$ cat src/rtl/frame_sequencer.sv
// frame_sequencer: double-buffered frame feeder for the LED-matrix scanner.
// Define FRAME_SCROLL_EN to rotate the front buffer one column left every SCROLL_DIV frames.
module frame_sequencer #(
    parameter int GS         = 8,
    parameter int SCROLL_DIV = 4
) (
    input  logic                  clk_i,
    input  logic                  rst_i,
    input  logic                  wr_valid_i,
    output logic                  wr_ready_o,
    input  logic [$clog2(GS)-1:0] wr_row_i,
    input  logic [$clog2(GS)-1:0] wr_col_i,
    input  logic                  wr_data_i,
    input  logic                  clr_i,
    input  logic                  swap_i,
    output logic                  swap_done_o,
    input  logic                  run_i,
    output logic [GS*GS-1:0]      matrix_o,
    output logic                  e_disp_o,
    input  logic                  d_disp_i,
    output logic [15:0]           frame_cnt_o
);
    localparam int NB = GS * GS;
    localparam int IW = $clog2(NB);

    typedef enum logic [1:0] {IDLE, START, WAIT, SWAP} state_t;

    if (GS < 2) begin : gBadGs
        $error("frame_sequencer: GS must be at least 2");
    end
    if (SCROLL_DIV < 1) begin : gBadDiv
        $error("frame_sequencer: SCROLL_DIV must be at least 1");
    end

    state_t        state_q, state_d;
    logic          eDisp_q, eDisp_d;
    logic          swapDone_q, swapDone_d;
    logic          swapPend_q, swapPend_d;
    logic [15:0]   frameCnt_q, frameCnt_d;
    logic [NB-1:0] back_q, back_d;
    logic [NB-1:0] front_q, front_d;
    logic [IW-1:0] wrIdx;
    logic          wrInRange;
    logic          frameDone;

    assign frameDone   = (state_q == WAIT) && d_disp_i;
    assign wr_ready_o  = !rst_i && (state_q != SWAP);
    assign swap_done_o = swapDone_q;
    assign e_disp_o    = eDisp_q;
    assign matrix_o    = front_q;
    assign frame_cnt_o = frameCnt_q;

    assign wrInRange = (int'(wr_row_i) < GS) && (int'(wr_col_i) < GS);
    assign wrIdx     = IW'(wr_row_i) * IW'(GS) + IW'(wr_col_i);

    // Out-of-range coordinates are still handshaken, they just never touch the buffer.
    always_comb begin
        back_d = back_q;
        if (clr_i) begin
            back_d = '0;
        end else if (wr_valid_i && wr_ready_o && wrInRange) begin
            back_d[wrIdx] = wr_data_i;
        end
    end

    always_comb begin
        state_d = state_q;
        case (state_q)
            IDLE: begin
                if (swapPend_q) begin
                    state_d = SWAP;
                end else if (run_i) begin
                    state_d = START;
                end
            end
            START: state_d = WAIT;
            WAIT: begin
                if (d_disp_i) begin
                    if (swapPend_q) begin
                        state_d = SWAP;
                    end else if (run_i) begin
                        state_d = START;
                    end else begin
                        state_d = IDLE;
                    end
                end
            end
            SWAP:    state_d = run_i ? START : IDLE;
            default: state_d = IDLE;
        endcase
    end

`ifdef FRAME_SCROLL_EN
    localparam int DW = (SCROLL_DIV > 1) ? $clog2(SCROLL_DIV) : 1;

    logic [DW-1:0] div_q, div_d;
    logic [NB-1:0] frontRot;

    for (genvar r = 0; r < GS; r++) begin : gRot
        assign frontRot[r*GS +: GS] = {front_q[r*GS], front_q[r*GS+GS-1 : r*GS+1]};
    end

    always_ff @(posedge clk_i or posedge rst_i) begin
        if (rst_i) begin
            div_q <= '0;
        end else begin
            div_q <= div_d;
        end
    end
`endif

    always_comb begin
        eDisp_d    = (state_d == WAIT);
        swapDone_d = (state_d == SWAP);
        swapPend_d = swap_i || (swapPend_q && (state_q != SWAP));
        frameCnt_d = frameDone ? frameCnt_q + 16'd1 : frameCnt_q;
        front_d    = (state_q == SWAP) ? back_q : front_q;
`ifdef FRAME_SCROLL_EN
        // A pending swap overrides the scroll step; SWAP then restarts the divider.
        div_d = div_q;
        if (state_q == SWAP) begin
            div_d = '0;
        end else if (frameDone && !swapPend_q) begin
            if (div_q == DW'(SCROLL_DIV - 1)) begin
                div_d   = '0;
                front_d = frontRot;
            end else begin
                div_d = div_q + DW'(1);
            end
        end
`endif
    end

    always_ff @(posedge clk_i or posedge rst_i) begin
        if (rst_i) begin
            state_q    <= IDLE;
            eDisp_q    <= 1'b0;
            swapDone_q <= 1'b0;
            swapPend_q <= 1'b0;
            frameCnt_q <= '0;
            back_q     <= '0;
            front_q    <= '0;
        end else begin
            state_q    <= state_d;
            eDisp_q    <= eDisp_d;
            swapDone_q <= swapDone_d;
            swapPend_q <= swapPend_d;
            frameCnt_q <= frameCnt_d;
            back_q     <= back_d;
            front_q    <= front_d;
        end
    end
endmodule

$ cat config.mk
export PLATFORM = sky130hd
export DESIGN_NAME = frame_sequencer
export DESIGN_NICKNAME = d
export VERILOG_FILES = /design/src/rtl/frame_sequencer.sv
export SDC_FILE = /design/constraint.sdc
export NUM_CORES = 1
export LEC_CHECK = 0
export ABC_AREA = 0
export CAP_MARGIN = 20
export CORE_MARGIN = 10
export CORE_UTILIZATION = 40
export CTS_BUF_LIST = sky130_fd_sc_hd__clkbuf_8
export CTS_CLUSTER_SIZE = 40
export DETAILED_ROUTE_END_ITERATION = 7
export GPL_TIMING_DRIVEN = 1
export MAX_ROUTING_LAYER = met4
export SLEW_MARGIN = 5
export SYNTH_ARGS = -nofsm -noshare
export SYNTH_HDL_FRONTEND = slang
export SYNTH_SLANG_ARGS = --single-unit
$ cat constraint.sdc
create_clock -name clk_i -period 5.6 [get_ports clk_i]
set_clock_uncertainty 0.2 [all_clocks]
set_input_delay 1.68 -clock clk_i [delete_from_list [all_inputs] [get_ports clk_i]]
set_output_delay 1.68 -clock clk_i [all_outputs]
set_load 0.05 [all_outputs]
Yosys cells after proc, flatten, opt, wreduce, memory -nomap -nowiden
Cells that the tools add are included.
{ "totals": {"inputBits": 14, "out_inout_bits": 83, "latchBits": 0, "mem_bits_rw": 0, "wordCells": 37, "mem_bits_ro": 0, "reg_bits": 149, "n_memories": 0} }
{ "classes": {"n_bitwise": 0, "n_shift": 0, "n_reduce_logical": 9, "eq_ne": 6, "order_cmp": 2, "addsub": 2, "multipliers": 0, "div": 0, "muxes": 11} }
{ "op_table": {"columns": ["cell", "n"], "rows": [
  ["$mux W64", 2],
  ["$bwmux W64", 1],
  ["$add A16 B1 Y16 const B", 1],
  ["$eq A2 B2 Y1 const B", 4],
  ["$mux W2", 4],
  ["$pmux W2 S4", 1],
  ["$lt A6 B7 Y1 const B", 1],
  ["$add A6 B3 Y6", 1],
  ["$demux W1 S6", 1],
  ["$ge A6 B1 Y1 const B", 1],
  ["$logic_and A1 B1 Y1", 5],
  ["$eq A2 B1 Y1 const B", 1],
  ["$logic_not A2 Y1", 1],
  ["$mux W1", 2],
  ["$ne A2 B2 Y1 const B", 1],
  ["$reduce_bool A2 Y1", 1],
  ["$logic_not A1 Y1", 1],
  ["$logic_or A1 B1 Y1", 1]
]} }

Logic depth before layout (Yosys ltp)
{ "depth": {"depth_word": 8, "ltp_mapped": 7, "depth_no_buf": 4} }

Worst setup path after synthesis
OpenSTA, ideal clock, no wires.
{ "synth_path": {"kind": "in2out", "from": "in rst_i", "to": "out wr_ready_o", "stages": 2, "t_required_ps": 3720, "setup_slack_ps": 1509, "arrival_ps": 2211, "path_cell_list": "a21oi_4 -> buf_2"} }
{ "synth_via": {"elab_chain_cells": 2} }
{ "synth_lines": {"columns": ["element", "line", "rtl"], "rows": [
  ["start, declared", "8", "input logic rst_i,"],
  ["$logic_not A1 Y1 (no source line)", null, null],
  ["$logic_and A1 B1 Y1", "47", "assign wr_ready_o = !rst_i && (state_q != SWAP);"],
  ["end, declared", "10", "output logic wr_ready_o,"]
]} }
Every way passes these cells.

Worst setup path after layout
Ends and elaborated chain as after synthesis.

==> impl_results.md <==
- Routed WL: 15.1 mm
- Core area: 15900 um2
- Comb power frac: 0.212
- First-pass GRT wire length: between 20 and 25 mm
- Final Hold Fails: 0
- Critical Path Source Type: primary input
- Post-synth net total: roughly 550
- Util after Layout: 0.504
- Routed Antenna Nets: 0
- Die ar.: 21700 um2
- Post-synthesis sequential area ratio: 0.575
- Netlist cell types: 39
- Share of the synthesized area in the top cell type: 0.575
- WHS: ~0.29 ns
- Clock power share: 0.335
- CTS sink count: 149
- Die Ht: 147 um
- Sequential share of power: 0.453
- CTS tree: built
- Setup total negative slack: 0 ns
- Post-CTS Resized: 0
- GPL Wtd Cong: 0.791
- Vias in the first global route: 4542
- Avg Cell Area, Syn: between 10 and 15 um2
- Ys Warns: 0
- Setup Viol. Count Final: 0
- CP Capture Type: output port
- Layout fillers: 1414
- Net Switching: 0.804 mW
- Max_slew headroom: 0.413
- Layout cells sized above 1: 0.221
- Gr ovfl total: 0
- Ys flop type: dfrtp_1
- Io pins: 97
- Clock-pin slew on the worst setup and hold paths: 0.07 ns
- Nets: 624
- Hold-fix buffer count after cts: 0
- Critical path arrival: around 2.6 ns
- Worst-Margin Slew: 0.880 ns
- GRT Overall Usage: 0.148
- Insertion delay to the later sink of the worst-skew pair: roughly 0.46 ns
- Number of buffers created by CTS: 17
- Pwr Density: 326 nW/um2
- Port Buffers: 96
- RSZ-0062 raised after global routing: no
- Flop and latch count out of synthesis: 149
- Avg Vias per Cell: 5.23
- Leak: 3.61 nW
- Main area contributors after synthesis: dfrtp_1 (57%), mux2_2 (11%), nand3b_1 (3.8%), nand4_1 (3.3%), a21bo_2 (3.2%)
- Switch share: 0.309
- FP Rows: between 40 and 50
- Slew Limit Fails: 0
- Count of max-cap constraint violations: 0
- Post-synth EDFFs: 0
- # H-tree levels: 4
- Area grow syn2layout: 23.4%
- Largest fanout on the critical path: 2
- Initial antenna violation count: 1
- Worst VDD drop: 0.196 mV
- Gate Count Post-Synth: 530
- Status: complete, no violations
- Final worst-path cycle share: 0.799
- Worst-case clock buffer depth: 2
- Largest net degree at the start of global routing: 73
- Yosys top cell by area: dfrtp_1
- Asr flop ratio synth: 1.00
- Worst hold path type: reg -> reg
- Initial Util: 0.409
- Critical path data required time: 3.72 ns
- Via count: between 4000 and 5000
- Fmax: 0.223 GHz
- Critical path type: in -> out
- DR iter-0 viols: roughly 400
- Cell Int Power: about 1.8 mW
- HPWL Detailed: 10.0 mm
- Post-CTS Setup Repair Bufs: 0
- Post-Syn Area: between 6000 and 7000 um2
- Root Buffer: clkbuf_8
- Total power: 2.61 mW
- Fin crit period: 4.48 ns
- WL/cell: ~18 um
- # DRC: 0
- Chip width: 147 um
- TritonRoute pass-1 iters: 4
## metrics by stage
stage,std cells,setup WS [ns],instance area (um2)
floorplan,530,1.51,6490
global placement,805,1.11,7580
detailed placement,805,1.13,7580
CTS,836,1.12,8000
global route,838,1.09,8010
finish,838,1.12,8010
## final cells by class
class                   instances  area [um2]  share of cell area
flip-flops and latches        149        3730               0.466
clock buffers                  21         289              0.0361
clock inverters                10         129              0.0161
repair buffers                107        1050               0.131
diodes                          1        2.50            0.000313
well taps                     216         270              0.0338
multi-input cells             330        2520               0.315
inverters                       4        18.8             0.00234
## flip-flops by register name, indices dropped and copies added, names as in the netlist
register / cells
back_q: 64
matrix_o: 64
frame_cnt_o: 16
state_q: 2
e_disp_o: 1
swapPend_q: 1
swap_done_o: 1
## per-layer routing
metal	GRT usage	up-vias	routed length (um)
li1	-	2048	-
met1	0.190	2196	6760
met2	0.214	122	7040
met3	0.0507	15	1120
met4	0.0486	0	178
met5	-	-	0
## cell usage in the layout, fill, tap and decap left out, types with 2 or more instances in the layout
master           count
a21bo_2             21
a21oi_1             22
and3_1               4
and3b_1              6
and4_1               2
buf_2                2
buf_4               10
bufinv_16            3
clkbuf_8            21
clkdlybuf4s50_1     94
clkinv_2             4
clkinvlp_4           3
dfrtp_1            149
inv_1                4
mux2_2              65
mux2i_1             11
nand2_1             15
nand2b_1            13
nand3_1             26
nand3b_1            33
nand4_1             34
nor2_1               6
nor3_1               4
nor3b_1              5
o21ai_0             34
xnor2_1              9
xor2_1               6
## cells by family (layout without fill, tap and decap cells)
group,count (synthesis),in the layout,share of synthesized area
and+or+nand+nor,158,158,0.156
other,0,1,0
DFF,149,149,0.575
muxes,76,76,0.130
buffers and inverters,51,142,0.0372
AOI/OAI and AO/OA,80,80,0.0802
adders and majority gates,1,1,0.00193
xor gates and xnor gates,15,15,0.0202
## power groups by stage
stage,sequential [mW],clock (mW),combinational (mW)
after floorplan,1.29,0,0.323
after global placement,1.20,0,0.551
after detailed placement,1.20,0,0.561
after CTS,1.18,0.896,0.562
after global routing,1.19,0.943,0.591
final,1.18,0.874,0.552
## Yosys cell counts (all sizes together) (2+ instances only)
cell,number
nand4,35
nor3b,6
buf,19
and3,5
nand2b,13
nand2,16
clkbuf,28
and4b,2
xnor2,9
and3b,6
inv,4
dfrtp,149
nor3,4
and4,2
nand3,26
nor2,6
o21ai,34
nand3b,33
a21oi,23
mux2i,11
xor2,6
a21bo,21
mux2,65
## critical path, stage by stage
cell and delay [ns]:
clkdlybuf4s50_1 0.49, a21oi_4 0.24, buf_12 0.17
## worst paths after layout
| kind | from | to | slack [ns] | depth (start not counted) |
|---|---|---|---|---|
| setup / recovery | rst_i | wr_ready_o | 1.12 | 3 |
| hold / removal | frame_cnt_o[15]$_DFFE_PP0P_ | frame_cnt_o[15]$_DFFE_PP0P_ | 0.29 | 1 |
| setup reg to reg | state_q[0]$_DFF_PP0_ | back_q[16]$_DFFE_PP0P_ | 3.09 | 5 |
| hold reg to reg | frame_cnt_o[15]$_DFFE_PP0P_ | frame_cnt_o[15]$_DFFE_PP0P_ | 0.29 | 1 |
| max in group asynchronous | rst_i | matrix_o[4]$_DFFE_PP0N_ | 2.63 | 3 |
| min in group asynchronous | rst_i | matrix_o[31]$_DFFE_PP0N_ | 1.42 | 2 |
No activity file was read; power rests on OpenSTA's default activity.
